--- src/rtl/pe_chain_feeder_pkg.sv ---
// Shared types and constants for the PE chain feeder: FSM state encoding,
// default operand width and the zero operand driven on idle lanes.
package pe_pkg;

   typedef enum logic [2:0] {
      IDLE,
      LOAD_W,
      STREAM,
      FLUSH,
      DONE
   } feed_state_e;

   localparam int PE_DATA_W = 8;
   localparam logic [PE_DATA_W-1:0] ZERO_OPND = '0;

   // Counter must hold both the tap count and the largest frame length.
   function automatic int cnt_width(input int n_taps, input int len_w);
      int a;
      a = $clog2(n_taps + 1);
      return (a > len_w) ? a : len_w;
   endfunction

endpackage

--- src/rtl/pe_chain_feeder_if.sv ---
// Handshake and PE-facing bus of the feeder; master is the host/source side,
// slave is the feeder itself.
interface pe_chain_feeder_if #(
   parameter int DATA_W = 8,
   parameter int LEN_W  = 8
);
   logic              start;
   logic [LEN_W-1:0]  frame_len;
   logic              w_valid;
   logic [DATA_W-1:0] w_data;
   logic              w_ready;
   logic              x_valid;
   logic [DATA_W-1:0] x_data;
   logic              x_ready;
   logic [DATA_W-1:0] pe_a;
   logic              pe_a_vld;
   logic [DATA_W-1:0] pe_b;
   logic              pe_b_en;
   logic [DATA_W-1:0] pe_psum;
   logic              busy;
   logic              done;

   modport master (
      output start, frame_len, w_valid, w_data, x_valid, x_data,
      input  w_ready, x_ready, pe_a, pe_a_vld, pe_b, pe_b_en, pe_psum, busy, done
   );

   modport slave (
      input  start, frame_len, w_valid, w_data, x_valid, x_data,
      output w_ready, x_ready, pe_a, pe_a_vld, pe_b, pe_b_en, pe_psum, busy, done
   );
endinterface

--- src/rtl/pe_chain_feeder_cnt.sv ---
// Up-counter with synchronous clear and a terminal-count flag that is high
// when the next increment reaches tc_val_i.
module pe_feed_cnt #(
   parameter int CW = 8
) (
   input  logic          clk,
   input  logic          rst,
   input  logic          clr_i,
   input  logic          inc_i,
   input  logic [CW-1:0] tc_val_i,
   output logic          tc_o
);
   logic [CW-1:0] cnt_q, cnt_d;

   always_comb begin
      cnt_d = cnt_q;
      if (clr_i)      cnt_d = '0;
      else if (inc_i) cnt_d = cnt_q + 1'b1;
   end

   always_ff @(posedge clk or posedge rst) begin
      if (rst) cnt_q <= '0;
      else     cnt_q <= cnt_d;
   end

   // Compare one bit wider so a full-scale terminal value never wraps.
   assign tc_o = ({1'b0, cnt_q} + {{CW{1'b0}}, 1'b1}) == {1'b0, tc_val_i};

endmodule

--- src/rtl/pe_chain_feeder.sv ---
// Sequencer feeding a 1-D MAC PE chain: loads N_TAPS weights via b_en, streams
// frame_len activations, flushes N_TAPS zeros, then pulses done.
module pe_chain_feeder
   import pe_pkg::*;
#(
   parameter int N_TAPS = 3,
   parameter int DATA_W = PE_DATA_W,
   parameter int LEN_W  = 8
) (
   input logic               clk,
   input logic               rst,
   pe_chain_feeder_if.slave  bus
);
   localparam int CW = cnt_width(N_TAPS, LEN_W);

   feed_state_e       state_q;
   logic [LEN_W-1:0]  len_q;
   logic [DATA_W-1:0] pe_a_q, pe_b_q;
   logic              pe_a_vld_q, pe_b_en_q;

   logic              w_rdy, x_rdy, w_hs, x_hs;
   logic              cnt_clr, cnt_inc, cnt_tc;
   logic [CW-1:0]     tc_val;

   assign w_rdy = (state_q == LOAD_W);
   assign x_rdy = (state_q == STREAM);
   assign w_hs  = bus.w_valid & w_rdy;
   assign x_hs  = bus.x_valid & x_rdy;

   // One counter serves all three phases; it idles at zero so start needs no extra clear.
   assign cnt_clr = (state_q == IDLE) | ((w_hs | x_hs | (state_q == FLUSH)) & cnt_tc);
   assign cnt_inc = w_hs | x_hs | (state_q == FLUSH);
   assign tc_val  = (state_q == STREAM) ? CW'(len_q) : CW'(N_TAPS);

   pe_feed_cnt #(.CW(CW)) u_cnt (
      .clk      (clk),
      .rst      (rst),
      .clr_i    (cnt_clr),
      .inc_i    (cnt_inc),
      .tc_val_i (tc_val),
      .tc_o     (cnt_tc)
   );

   always_ff @(posedge clk or posedge rst) begin
      if (rst) begin
         state_q    <= IDLE;
         len_q      <= '0;
         pe_a_q     <= '0;
         pe_a_vld_q <= 1'b0;
         pe_b_q     <= '0;
         pe_b_en_q  <= 1'b0;
      end else begin
         // Default: bubble on the a-path, weights frozen in the chain.
         pe_a_q     <= DATA_W'(ZERO_OPND);
         pe_a_vld_q <= 1'b0;
         pe_b_en_q  <= 1'b0;
         case (state_q)
            IDLE: begin
               if (bus.start) begin
                  len_q   <= bus.frame_len;
                  state_q <= (bus.frame_len == '0) ? DONE : LOAD_W;
               end
            end
            LOAD_W: begin
               if (w_hs) begin
                  pe_b_q    <= bus.w_data;
                  pe_b_en_q <= 1'b1;
                  if (cnt_tc) state_q <= STREAM;
               end
            end
            STREAM: begin
               if (x_hs) begin
                  pe_a_q     <= bus.x_data;
                  pe_a_vld_q <= 1'b1;
                  if (cnt_tc) state_q <= FLUSH;
               end
            end
            FLUSH: begin
               if (cnt_tc) state_q <= DONE;
            end
            DONE:    state_q <= IDLE;
            default: state_q <= IDLE;
         endcase
      end
   end

   assign bus.w_ready  = w_rdy;
   assign bus.x_ready  = x_rdy;
   assign bus.pe_a     = pe_a_q;
   assign bus.pe_a_vld = pe_a_vld_q;
   assign bus.pe_b     = pe_b_q;
   assign bus.pe_b_en  = pe_b_en_q;
   assign bus.pe_psum  = DATA_W'(ZERO_OPND);
   assign bus.busy     = (state_q != IDLE);
   assign bus.done     = (state_q == DONE);

endmodule

--- src/flat_wrapper.sv ---
// flat-port wrapper written by rule: the top's interface ports become plain ports
module pe_chain_feeder_flat import pe_pkg::*;
#(
   parameter int N_TAPS = 3,
   parameter int DATA_W = PE_DATA_W,
   parameter int LEN_W  = 8
)
  (clk, rst, bus_start, bus_frame_len, bus_w_valid, bus_w_data, bus_x_valid, bus_x_data, bus_w_ready, bus_x_ready, bus_pe_a, bus_pe_a_vld, bus_pe_b, bus_pe_b_en, bus_pe_psum, bus_busy, bus_done);
  pe_chain_feeder_if #(.DATA_W(DATA_W), .LEN_W(LEN_W)) bus_i ();
  input logic clk;
  input logic rst;
  input wire logic [$bits(bus_i.start)-1:0] bus_start;
  input wire logic [$bits(bus_i.frame_len)-1:0] bus_frame_len;
  input wire logic [$bits(bus_i.w_valid)-1:0] bus_w_valid;
  input wire logic [$bits(bus_i.w_data)-1:0] bus_w_data;
  input wire logic [$bits(bus_i.x_valid)-1:0] bus_x_valid;
  input wire logic [$bits(bus_i.x_data)-1:0] bus_x_data;
  output wire logic [$bits(bus_i.w_ready)-1:0] bus_w_ready;
  output wire logic [$bits(bus_i.x_ready)-1:0] bus_x_ready;
  output wire logic [$bits(bus_i.pe_a)-1:0] bus_pe_a;
  output wire logic [$bits(bus_i.pe_a_vld)-1:0] bus_pe_a_vld;
  output wire logic [$bits(bus_i.pe_b)-1:0] bus_pe_b;
  output wire logic [$bits(bus_i.pe_b_en)-1:0] bus_pe_b_en;
  output wire logic [$bits(bus_i.pe_psum)-1:0] bus_pe_psum;
  output wire logic [$bits(bus_i.busy)-1:0] bus_busy;
  output wire logic [$bits(bus_i.done)-1:0] bus_done;
  assign bus_i.start = bus_start;
  assign bus_i.frame_len = bus_frame_len;
  assign bus_i.w_valid = bus_w_valid;
  assign bus_i.w_data = bus_w_data;
  assign bus_i.x_valid = bus_x_valid;
  assign bus_i.x_data = bus_x_data;
  assign bus_w_ready = bus_i.w_ready;
  assign bus_x_ready = bus_i.x_ready;
  assign bus_pe_a = bus_i.pe_a;
  assign bus_pe_a_vld = bus_i.pe_a_vld;
  assign bus_pe_b = bus_i.pe_b;
  assign bus_pe_b_en = bus_i.pe_b_en;
  assign bus_pe_psum = bus_i.pe_psum;
  assign bus_busy = bus_i.busy;
  assign bus_done = bus_i.done;
  pe_chain_feeder #(.N_TAPS(N_TAPS), .DATA_W(DATA_W), .LEN_W(LEN_W)) u_core (.clk(clk), .rst(rst), .bus(bus_i));
endmodule
--- config.mk ---
export PLATFORM = sky130hd
export DESIGN_NAME = pe_chain_feeder_flat
export DESIGN_NICKNAME = d
export VERILOG_FILES = /design/src/rtl/pe_chain_feeder_pkg.sv /design/src/rtl/pe_chain_feeder_if.sv /design/src/rtl/pe_chain_feeder_cnt.sv /design/src/rtl/pe_chain_feeder.sv /design/src/flat_wrapper.sv
export SDC_FILE = /design/constraint.sdc
export NUM_CORES = 1
export LEC_CHECK = 0
export BUFFER_PORTS_ARGS = -buffer_cell sky130_fd_sc_hd__buf_2
export CELL_PAD_IN_SITES_DETAIL_PLACEMENT = 1
export CELL_PAD_IN_SITES_GLOBAL_PLACEMENT = 1
export CORE_MARGIN = 8
export CORE_UTILIZATION = 39
export DETAILED_ROUTE_END_ITERATION = 6
export GPL_TIMING_DRIVEN = 0
export MAX_ROUTING_LAYER = met4
export PLACE_DENSITY_LB_ADDON = 0.15
export SLEW_MARGIN = 20
export SYNTH_ARGS = -nofsm -noshare
export SYNTH_HDL_FRONTEND = slang
export SYNTH_SLANG_ARGS = --single-unit
--- constraint.sdc ---
create_clock -name clk -period 2.7 [get_ports clk]
set_input_delay 0.135 -clock clk [delete_from_list [all_inputs] [get_ports clk]]
set_output_delay 0.135 -clock clk [all_outputs]
set_load 0.01 [all_outputs]
; After elaboration in Yosys (flattened, before gate mapping)
; Index checks and enable logic that the tools add are counted.
[word_totals]
register_bits = 37
latchBits = 0
ramBits = 0
mem_bits_ro = 0
inputBits = 29
out_inout_bits = 30
word_cells = 50
mem_count = 0
[op_classes]
addsub = 2
mul = 0
div_mod_pow = 0
order_cmp = 0
eq_ne = 11
n_shift = 0
mux = 17
n_bitwise = 6
reduce_logical = 7
[ops]
columns = operator, count
row1 = $mux 8, 5
row2 = $mux 3, 7
row3 = $pmux 3 s4, 1
row4 = $ne 2x2->1 const B, 5
row5 = $add 8x1->9 const B, 1
row6 = $eq 9x8->1, 1
row7 = $add 8x1->8 const B, 1
row8 = $logic_not 8->1, 1
row9 = $eq 3x2->1 const B, 2
row10 = $reduce_and 6->1, 1
row11 = $mux 1, 4
row12 = $reduce_and 2->1, 2
row13 = $and 1x1->1, 3
row14 = $eq 3x1->1 const B, 1
row15 = $eq 3x3->1 const B, 1
row16 = $logic_not 3->1, 1
row17 = $or 1x1->1, 3
row18 = $reduce_bool 3->1, 1
row19 = $ne 2x1->1 const B, 1
row20 = $reduce_bool 2->1, 1

; Logic depth before layout (Yosys ltp)
; Gate-level depths: netlist (run 1).
[depth]
ltp_word = 7
mapped_depth = 8
mapped_depth_nobuf = 8

; Cells and area by module
; From an unflattened synthesis (run 1), not the netlist that was laid out.
[unflattened]
hier_cells = 178
area_unflattened_um2 = 1938.1
[by_module_without_submodules]
columns = mod, n_inst, cells_each, area_per_inst_um2, seq_area_each_um2
row1 = pe_chain_feeder, 1, 105, 1296.2, 725.7
row2 = pe_feed_cnt, 1, 73, 641.9, 200.2

; Worst setup path before layout (run 1)
; No wires, ideal clock.
[synth_path]
kind = register to register
from = register u_core.u_cnt.cnt_q[0]
to = register u_core.u_cnt.cnt_q[2]
setup_ns = 0.118
arrival_ns = 2.271
required_time_ns = 2.582
setup_slack_ns = 0.311
path_stages_with_launch = 9
path_buffers = 0
synth_period_minus_slack_ns = 2.389
cell_sequence = dfrtp_1 -> ha_1 -> or4b_1 -> o31ai_1 -> a32o_2 -> o2111ai_4 -> o31ai_4 -> o21bai_2 -> a21o_1
[synth_via]
elab_chain_cells = 5
word_cells_on_any_way = 8
cone_classes = add/sub (2) / eq/ne (1) / mux (2) / bitwise (2) / reduce/logical (1)
[synth_rtl]
columns = item, line_no
row1 = "start, declared", pe_chain_feeder_cnt.sv:13  ; logic [CW-1:0] cnt_q, cnt_d;
row2 = "start signal, assigned", pe_chain_feeder_cnt.sv:23  ; else cnt_q <= cnt_d;
row3 = $add 8x1->9, pe_chain_feeder_cnt.sv:27  ; assign tc_o = ({1'b0, cnt_q} + {{CW{1'b0}}, 1'b1}) == {1'b0, tc_val_i};
row4 = $eq 9x8->1, pe_chain_feeder_cnt.sv:27
row5 = $and 1x1->1, pe_chain_feeder.sv:31  ; assign cnt_clr = (state_q == IDLE) | ((w_hs | x_hs | (state_q == FLUSH)) & cnt_tc);
row6 = $or 1x1->1, pe_chain_feeder.sv:31
row7 = $mux 8 / $reduce_bool 2->1 (equally long branches), n/a
; Several ways; a longest one is shown, not always the timed one. The select of a mux whose other input is x is not followed.
; A chain may end at the register's enable or synchronous reset.

; Final worst setup path (run 1)
; Ends and elaborated chain as after synthesis.

==> results by group, run 1 <==
Timing
  – Clk_skew: 0.00435 ns
  – Tmin final: between 2 and 3 ns
  – Worst-Margin Slew: between 0.8 and 0.9 ns
  – RSZ-0062 raised after global routing: false
  – Fin. Hold Viols: 0
  – Max frequency: between 300 and 400 MHz
  – TNS Setup: 0 ns
  – Max Slew Vio Count: 0
  – Final period util: between 90% and 100%
  – Rel. slew slack: between 30% and 40%
  – Final setup viols: 0

Logic synthesis
  – Syn avg cell area: ~11 sq um
  – Synth Register Bits: 37
  – Synth Area in Compound Gates: 12.2%
  – Post-Synth XOR/XNOR Area: under 10%
  – Largest family of logic cells by synthesized area: simple AND/OR/NAND/NOR gates
  – Syn. warnings: 0
  – Netlist Area Pre-Place: 2020 sq um
  – Post-synthesis mux area share: approximately 10%
  – Syn Inst Count: about 190
  – Synth Area in Adders: less than 1%
  – Count of cell types in the netlist: between 40 and 50
  – Synth Area in Simple Gates: between 10% and 20%
  – Seq/Total Area, Yosys: between 40% and 50%

Worst setup path
  – Internal reg-to-reg setup slack: 0.11 ns
  – CP max-delay cell: or4b_1
  – Critical path's top delay family: compound AO/OA/AOI/OAI gates
  – Worst flop-to-flop path endpoint: u_core.u_cnt.cnt_q[2]
  – Critical-path cell list: ha_1 > or4b_1 > o31ai_1 > a32o_2 > o2111ai_4 > o31ai_4 > buf_12 > o21bai_2 > a21o_1
  – CP bufs+invs: 1
  – WS Path Type: register to register
  – Crit path max fanout: 9
  – CP arrival: 2.78 ns
  – Critical Path Source Type: register
  – CP max stage delay: 0.52 ns
  – Critical R2R Launch: u_core.u_cnt.cnt_q[0]
  – Critical Path RT: 2.89 ns
  – R2R cell count: 9
  – Crit. End Element: register

CTS
  – CTS tree: built
  – H-tree depth: 2
  – Root Driver: clkbuf_8
  – Later-pin clock latency in the skew report: around 0.29 ns
  – Clk sinks: 37
  – Reg clk slew, reported paths: 0.08 ns
  – Clock buffer depth: 2
  – CTS Buf Count: 5

Worst hold path
  – Worst hold endpoint: u_core.bus.pe_b[7]
  – Worst hold path stage count: 2
  – Hold_sp: bus_w_data[7]
  – Worst hold path class: primary input to register

Power and ir drop
  – Comb pwr share: between 20 and 30%
  – PwrDens: 610 nW/um^2
  – Total chip power: 1570 uW
  – Worst vdd ir: approximately 0.00024 V
  – LEAKAGE: between 0.001 and 0.0015 uW
  – Sw frac: 30.7%
  – Sequential Power Share: about two fifths
  – Clk network pwr share: 31.2%
  – P_sw: around 480 uW
  – Pint: about 1100 uW

Placed design
  – Routability Congestion: 0.738
  – Port bufs: 50
  – DP HPWL: about 3900 microns
  – Placed cells: 313
  – Post-DP Area: approximately 2400 sq um

Finish
  – Final nets: 282
  – Layout fillers: approximately 580
  – Layout cell share with drive strength beyond 1: between 40 and 50%
  – Area of the multi-input gates: around 990 sq um
  – # diodes: 0
  – Fin area: around 2600 sq um
  – Finished Layout Cells: 323
  – Register area: 927 sq um
  – Syn-to-layout area delta: 27.2%

Global route
  – Global-route wire length before repair: a little over 8000 microns
  – Vias in the first global route: around 1700
  – Antenna violations before repair: 0
  – GRT Util Overall: between 10% and 20%
  – Largest net degree at the start of global routing: 20
  – Gr ovfl total: 0

Detailed routing
  – Vias: 1586
  – Via-per-instance ratio: ~4.9
  – DRT Pass-1 Iters: 4
  – WL per Instance: 15.4 microns
  – Total Wirelength: 4980 microns
  – DRC violations left: 0
  – Routed Antenna Nets: 0
  – Initial DRC Count: 39

Floorplan
  – Initial core utilization: between 40 and 50%
  – Die height: roughly 88 microns
  – Core Region: about 5000 sq um
  – Row cnt: 26
  – Die Footprint: 7750 sq um
  – IO Count: 59
  – DIE WIDTH: 88.0 microns

Run status
  – Status: complete, no violations

Flow run
  – Max-Cap Viols: 0
-- layout by cell type (no fill, tap or decap), types with 6 or more instances in the layout --
cell type | Yosys | layout
a21oi_1 | 6 | 6
a21o_1 | 6 | 6
nand3_1 | 9 | 9
dfrtp_1 | 37 | 36
conb_1 | 1 | 8
mux2_2 | 17 | 17
nand2_1 | 16 | 16
or3_1 | 6 | 6
and3_1 | 10 | 10
inv_1 | 9 | 8
nor3_1 | 7 | 7
buf_2 | 3 | 53
buf_4 | 11 | 11
-- power groups by stage --
stage / combinational, uW / clock, uW / sequential (uW)
2_1_floorplan: 325 / 0 / 652
3_3_place_gp: 415 / 0 / 654
3_5_place_dp: 430 / 0 / 657
4_1_cts: 433 / 500 / 645
5_1_grt: 479 / 523 / 655
6_report: 436 / 489 / 645
-- repair_timing --
item,CTS,global route
endpoints found under the setup margin,2,9
hold buffers,1,0
setup buffers,0,1
pin swaps,1,1
hold endpoints to repair,18,0
resized for setup,0,2
-- registers in the layout, summed over array words and instances (netlist names) --
name,count
u_core.bus.pe_a,8
u_core.bus.pe_b,8
u_core.len_q,8
u_core.u_cnt.cnt_q,8
u_core.state_q,3
u_core.bus.pe_a_vld,1
u_core.bus.pe_b_en,1
-- cell type report --
class	instances	share of cell area [%]
plain buffers	18	4.38
clock buffers	5	2.67
clock inverters	3	1.80
inverters	9	1.31
multi-input cells	128	38.5
flip-flops and latches	37	36.0
well taps	70	3.40
repair buffers	53	12.0
-- worst max path at each step --
stage	startpoint	end	slack (ns)	depth (start not counted)
after floorplan	u_core.u_cnt.cnt_q[0]	u_core.u_cnt.cnt_q[2]	0.31	8
after global placement	u_core.u_cnt.cnt_q[0]	u_core.u_cnt.cnt_q[2]	0.04	8
after detailed placement	u_core.u_cnt.cnt_q[0]	u_core.u_cnt.cnt_q[6]	-0.02	8
after CTS	u_core.u_cnt.cnt_q[0]	u_core.u_cnt.cnt_q[6]	0.02	8
after global routing	u_core.u_cnt.cnt_q[0]	u_core.u_cnt.cnt_q[2]	0.01	9
final	u_core.u_cnt.cnt_q[0]	u_core.u_cnt.cnt_q[2]	0.11	9
-- kinds of logic after synthesis --
family,count (synthesis)
multiplexers,18
flip-flops,37
XOR/XNOR,9
buffers and inverters,27
AND/OR/NAND/NOR,65
AO/OA/AOI/OAI,27
adder cells (fa/ha/maj),1
other,1
-- routing by layer --
layer  track usage (%)  routed length, microns  vias to the layer above
li1                  -                       -                      774
met1              16.1                    2220                      781
met2              23.0                    2530                       26
met3              3.28                     181                        5
met4              4.61                      52                        0
met5                 -                       0                        -
-- stage by stage --
stage          worst slack (ns)  util [%]  hold slack (ns)
2_1_floorplan             0.311         -            0.269
5_1_grt                 0.00994      51.0           0.0669
4_1_cts                  0.0170      50.4           0.0630
3_5_place_dp            -0.0166      47.9            0.171
6_report                  0.112      51.0           0.0706
3_3_place_gp             0.0375      47.3            0.368
-- worst register-to-register path, cell delays in order, from the launching register on --
cell and delay (ns):
dfrtp_2 0.46, ha_1 0.38, or4b_1 0.52, o31ai_1 0.09, a32o_2 0.19, o2111ai_4 0.17
o31ai_4 0.29, buf_12 0.16, o21bai_2 0.05, a21o_1 0.17
-- cell usage after synthesis, drive strengths merged --
master    n  area [sq um]
a2111oi   1          15.0
a211oi    1          20.0
a21o      6          45.0
a21oi     6          30.0
a32o      1          11.3
a41o      1          10.0
and3     11          70.1
and4      1          8.76
and4bb    1          12.5
buf      14          97.6
clkbuf    4          15.0
conb      1          3.75
dfrtp    37           926
ha        1          12.5
inv       9          33.8
mux2     17           191
mux2i     1          10.0
nand2    16          60.1
nand2b    1          6.26
nand3    10          55.1
nand4     1          6.26
nor2      5          18.8
nor3      7          35.0
nor3b     1          18.8
nor4      3          18.8
o2111ai   1          26.3
o211a     1          10.0
o21ai     3          15.0
o21bai    1          11.3
o311ai    1          8.76
o31ai     4          43.8
or2       1          8.76
or3       6          37.5
or4b      1          10.0
xnor2     4          35.0
xnor3     3          67.6
xor2      2          17.5
(Power assumes the default switching activity.)
==> inputs of run 2 (changes only) <==
--- a/config.mk
+++ b/config.mk
@@ -14,6 +14,7 @@
 export GPL_TIMING_DRIVEN = 0
 export MAX_ROUTING_LAYER = met4
 export PLACE_DENSITY_LB_ADDON = 0.15
+export RECOVER_POWER = 25
 export SLEW_MARGIN = 20
 export SYNTH_ARGS = -nofsm -noshare
 export SYNTH_HDL_FRONTEND = slang
==> results by group, run 2 (same netlist as run 1, synthesis figures left out) <==
Finish
  – Fin area: 2550 sq um (-1.1%)
  – Layout cell share with drive strength beyond 1: 39.1% (-2.0 points)
  – Commonest non-fill, non-tap cell in the layout: buf_2
  – Layout fillers: 583 (+0.69%)
  – # diodes: 0 (unchanged)
  – Final nets: 282 (unchanged)
  – Most frequent cells in the layout: buf_2 (50), dfrtp_1 (36), mux2_2 (17), nand2_1 (16), buf_4 (11)
  – Final core utilization: 50.5% (-0.55 points)
  – Syn-to-layout area delta: 25.9%
  – Finished Layout Cells: 323 (unchanged)

Detailed routing
  – Via-per-instance ratio: 4.90 (-0.13%)
  – Initial DRC Count: 38 (-2.6%)
  – WL per Instance: 15.4 microns (about the same)
  – Routed Antenna Nets: 0 (unchanged)
  – Vias: 1584 (-0.13%)
  – DRC violations left: 0 (unchanged)
  – Total Wirelength: 4990 microns (about the same)
  – DRT Pass-1 Iters: 4 (unchanged)

Global route
  – Largest net degree at the start of global routing: 20 (unchanged)
  – GRT Util Overall: 13.9% (unchanged)
  – Met3 Use GR: 3.28% (unchanged)
  – Met2 Use GR: 23.0% (unchanged)
  – Antenna violations before repair: 0 (unchanged)
  – Vias in the first global route: 1689 (unchanged)
  – Gr ovfl total: 0 (unchanged)
  – Layer with the highest usage: met2
  – Global-route wire length before repair: 8200 microns (unchanged)
  – Met1 Use GR: 16.1% (unchanged)

Power and ir drop
  – Worst vdd ir: 0.000238 V (about the same)
  – LEAKAGE: 0.00127 uW (-1.8%)
  – PwrDens: 615 nW/um^2 (+0.75%)

Worst setup path
  – Critical Path Start: u_core.u_cnt.cnt_q[0]
  – Crit. End Element: register
  – Internal reg-to-reg setup slack: 0.11 ns (about the same)
  – WS Path Type: register to register
  – Crit path max fanout: 9 (unchanged)
  – Critical Path Source Type: register
  – R2R cell count: 9 (unchanged)
  – Worst flop-to-flop path endpoint: u_core.u_cnt.cnt_q[2]
  – Critical Path RT: 2.89 ns (about the same)
  – CP arrival: 2.78 ns (about the same)
  – Critical R2R Launch: u_core.u_cnt.cnt_q[0]

Timing
  – Clk_skew: 0.00428 ns (-0.0000697 ns)
  – Tmin final: 2.59 ns (unchanged)
  – Fin. Hold Viols: 0 (unchanged)
  – Final period util: 95.8% (unchanged)
  – RSZ-0062 raised after global routing: false
  – Max Slew Vio Count: 0 (unchanged)
  – Rel. slew slack: 30.6% (-8.9 points)
  – Worst-Margin Slew: 1.04 ns (+0.147 ns)
  – Final setup viols: 0 (unchanged)
  – Max frequency: 386 MHz (unchanged)

Placed design
  – DP HPWL: 3860 microns (unchanged)
  – Post-DP Area: 2410 sq um (unchanged)
  – Port bufs: 50 (unchanged)
  – Placed cells: 313 (unchanged)
  – Routability Congestion: 0.738 (unchanged)

Floorplan
  – Die Footprint: 7750 sq um (unchanged)
  – Core Region: 5040 sq um (unchanged)
  – Die height: 88.0 microns (unchanged)
  – IO Count: 59 (unchanged)
  – Initial core utilization: 40.1% (unchanged)
  – Row cnt: 26 (unchanged)
  – DIE WIDTH: 88.0 microns (unchanged)

Worst hold path
  – Worst hold endpoint: u_core.bus.pe_b[7]
  – Hold_sp: bus_w_data[7]
  – Worst hold path class: primary input to register
  – Worst hold path stage count: 2 (unchanged)

CTS
  – CTS Buf Count: 5 (unchanged)
  – Root Driver: clkbuf_8
  – Reg clk slew, reported paths: 0.08 ns (about the same)
  – CTS tree: built
  – H-tree depth: 2 (unchanged)
  – Clock buffer depth: 2 (unchanged)
  – Later-pin clock latency in the skew report: 0.29 ns (about the same)
  – Clk sinks: 37 (unchanged)

Flow run
  – Max-Cap Viols: 0 (unchanged)

Run status
  – Status: complete, no violations
==> run 2: worst max-delay path, stage by stage (launching register included) <==
cell and delay, ns:
dfrtp_2 0.46, ha_1 0.37, or4b_1 0.52, o31ai_1 0.09, a32o_2 0.19, o2111ai_4 0.17, o31ai_4 0.29, buf_12 0.16
o21bai_2 0.05, a21o_1 0.17
==> run 2: repair_timing <==
action,in CTS,in global routing
pin swaps,1,1
buffers inserted,0,1
resized for setup,0,2
endpoints found under the hold margin,18,0
hold buffers,1,0
setup endpoints to repair,2,9
==> run 2: how the worst max path moves through the flow <==
stage | end | depth (start not counted)
floorplan | u_core.u_cnt.cnt_q[2] | 8
CTS | u_core.u_cnt.cnt_q[6] | 8
detailed placement | u_core.u_cnt.cnt_q[6] | 8
finish | u_core.u_cnt.cnt_q[2] | 9
global route | u_core.u_cnt.cnt_q[2] | 9
global placement | u_core.u_cnt.cnt_q[2] | 8
==> run 2: stage by stage <==
step	total power, uW	hold slack (ns)	TNS (ns)	setup slack (ns)
2_1_floorplan	977	0.269	0	0.311
3_3_place_gp	1070	0.368	0	0.0375
3_5_place_dp	1090	0.171	-0.0166	-0.0166
4_1_cts	1580	0.0630	0	0.0170
5_1_grt	1650	0.0669	0	0.00994
6_report	1570	0.0708	0	0.112
==> run 2: layout make-up <==
class	instances	area, sq um	area share, %
sequential	37	927	36.4
inverter	9	33.8	1.33
buffer	18	113	4.42
tap	70	87.6	3.44
clock inverter	3	46.3	1.82
clock buffer	5	68.8	2.70
timing repair buffer	53	280	11.0
multi-input combinational	128	990	38.9
==> run 2: routing by layer <==
layer  wire, microns  vias up
met5               0        -
met1            2220      780
li1                -      773
met3             182        5
met2            2530       26
met4              52        0
==> run 2: power by group <==
group,switching (uW),internal [uW]
combinational,227,204
clock,212,277
sequential,41.8,604
total,481,1080
==> inputs of run 3 (changes only) <==
--- a/config.mk
+++ b/config.mk
@@ -12,7 +12,6 @@
 export CORE_UTILIZATION = 39
 export DETAILED_ROUTE_END_ITERATION = 6
 export GPL_TIMING_DRIVEN = 0
-export MAX_ROUTING_LAYER = met4
 export PLACE_DENSITY_LB_ADDON = 0.15
 export RECOVER_POWER = 25
 export SLEW_MARGIN = 20
==> results by group, run 3 (same netlist as run 1, synthesis figures left out) <==
Run status
  – Status: complete, no violations

Timing
  – Rel. slew slack: 30.5% (-0.16 points)
  – Worst-Margin Slew: 1.04 ns (+0.00241 ns)
  – Max frequency: 386 MHz (about the same)
  – Clk_skew: 0.00396 ns (-0.000325 ns)
  – Final setup viols: 0 (unchanged)
  – Max Slew Vio Count: 0 (unchanged)
  – Final period util: 95.8% (about the same)
  – Minimum setup slack in the final design: 0.112 ns (+0.000119 ns)
  – RSZ-0062 raised after global routing: false
  – Tmin final: 2.59 ns (-0.000119 ns)
  – Fin. Hold Viols: 0 (unchanged)

Floorplan
  – Initial core utilization: 40.1% (unchanged)
  – Core Region: 5040 sq um (unchanged)
  – IO Count: 59 (unchanged)
  – Die height: 88.0 microns (unchanged)
  – Row cnt: 26 (unchanged)
  – Die Footprint: 7750 sq um (unchanged)
  – DIE WIDTH: 88.0 microns (unchanged)

Worst hold path
  – Worst hold path class: primary input to register

Finish
  – Final nets: 282 (unchanged)
  – Layout fillers: 583 (unchanged)
  – Syn-to-layout area delta: 25.9% (unchanged)
  – Layout cell share with drive strength beyond 1: 39.1% (unchanged)
  – Commonest non-fill, non-tap cell in the layout: buf_2
  – Final core utilization: 50.5% (unchanged)
  – Most frequent cells in the layout: buf_2 (50), dfrtp_1 (36), mux2_2 (17), nand2_1 (16), buf_4 (11)
  – Finished Layout Cells: 323 (unchanged)
  – # diodes: 0 (unchanged)

Global route
  – Gr ovfl total: 0 (unchanged)
  – GRT Util Overall: 13.5% (-0.37 points)
  – Vias in the first global route: 1688 (-0.059%)
  – Antenna violations before repair: 0 (unchanged)
  – Largest net degree at the start of global routing: 20 (unchanged)
  – Global-route wire length before repair: 8220 microns (+0.16%)

Power and ir drop
  – LEAKAGE: 0.00127 uW (unchanged)
  – Total chip power: 1570 uW (about the same)
  – Worst vdd ir: 0.000238 V (about the same)
  – Pint: 1080 uW (about the same)
  – PwrDens: 615 nW/um^2 (about the same)
  – P_sw: 481 uW (about the same)
  – Sequential Power Share: 41.2% (about the same)
  – Sw frac: 30.7% (about the same)
  – Clk network pwr share: 31.2% (about the same)
  – Comb pwr share: 27.5% (about the same)

CTS
  – Clock buffer depth: 2 (unchanged)
  – Root Driver: clkbuf_8
  – H-tree depth: 2 (unchanged)
  – CTS Buf Count: 5 (unchanged)
  – CTS tree: built
  – Clk sinks: 37 (unchanged)
  – Later-pin clock latency in the skew report: 0.29 ns (about the same)
  – Reg clk slew, reported paths: 0.08 ns (about the same)

Detailed routing
  – Routed Antenna Nets: 0 (unchanged)
  – Vias: 1585 (+0.063%)
  – Initial DRC Count: 36 (-5.3%)
  – Total Wirelength: 5000 microns (+0.24%)
  – DRC violations left: 0 (unchanged)
  – DRT Pass-1 Iters: 4 (unchanged)
  – WL per Instance: 15.5 microns (+0.24%)
  – Via-per-instance ratio: 4.91 (about the same)

Worst setup path
  – Critical Path Source Type: register
  – WS Path Type: register to register
  – Crit path max fanout: 9 (unchanged)
  – Crit. End Element: register
  – Critical Path RT: 2.89 ns (about the same)
  – CP arrival: 2.78 ns (about the same)

Placed design
  – Routability Congestion: 0.730 (-1.2%)
  – Placed cells: 313 (unchanged)
  – DP HPWL: 3860 microns (unchanged)
  – Post-place setup slack: -0.0166 ns (unchanged)
  – Port bufs: 50 (unchanged)

Flow run
  – Max-Cap Viols: 0 (unchanged)
run 3: cell counts in the layout (fill, tap and decap cells not counted):
Identical to the previous run, type by type.
run 3: layout make-up:
| cell class | instances | area [sq um] | area share [%] |
|---|---|---|---|
| inverter | 9 | 33.8 | 1.33 |
| multi-input combinational | 128 | 990 | 38.9 |
| clock inverter | 3 | 46.3 | 1.82 |
| sequential | 37 | 927 | 36.4 |
| tap | 70 | 87.6 | 3.44 |
| clock buffer | 5 | 68.8 | 2.70 |
| timing repair buffer | 53 | 280 | 11.0 |
| buffer | 18 | 113 | 4.42 |
run 3: path summary, 6_finish.rpt:
check                                 startpoint                     to  slack, ns  depth (start not counted)
hold / removal                     bus_w_data[7]     u_core.bus.pe_b[7]       0.07                          2
min in group asynchronous                    rst     u_core.bus.pe_a[0]       0.50                          3
hold reg to reg               u_core.bus.pe_b[4]     u_core.bus.pe_b[4]       0.51                          1
setup / recovery           u_core.u_cnt.cnt_q[0]  u_core.u_cnt.cnt_q[2]       0.11                          9
max in group asynchronous                    rst        u_core.len_q[1]       0.81                          4
setup reg to reg           u_core.u_cnt.cnt_q[0]  u_core.u_cnt.cnt_q[2]       0.11                          9
run 3: timing repair:
item,CTS,global route
setup endpoints to repair,2,9
pin swaps,1,1
buffers inserted,0,1
hold buffers,1,0
hold endpoints to repair,18,0
gates resized for setup,0,2
run 3: metal layers:
metal	track usage [%]	wire (microns)	share of wire, %	vias to the layer above
li1	-	-	-	774
met1	16.0	2190	44	780
met2	23.0	2540	51	26
met3	3.56	210	4.2	5
met4	4.61	55	1.1	0
met5	0	0	0	-
run 3: stage by stage:
step | hold WS, ns | setup TNS [ns] | instance area [sq um]
final | 0.0708 | 0 | 2550
after global routing | 0.0669 | 0 | 2550
after CTS | 0.0630 | 0 | 2540
after detailed placement | 0.171 | -0.0166 | 2410
after global placement | 0.368 | 0 | 2390
after floorplan | 0.269 | 0 | 2050
run 3: power by group through the flow:
stage	logic (uW)	registers [uW]	clock network, uW
after floorplan	325	652	0
after detailed placement	430	657	0
after global placement	415	654	0
after CTS	433	645	500
final	431	645	489
after global routing	474	655	523
run 3: critical path, stage by stage, from the launching register on:
cell	delay, ns
dfrtp_2	0.46
ha_1	0.37
or4b_1	0.52
o31ai_1	0.09
a32o_2	0.19
o2111ai_4	0.17
o31ai_4	0.29
buf_12	0.16
o21bai_2	0.05
a21o_1	0.17
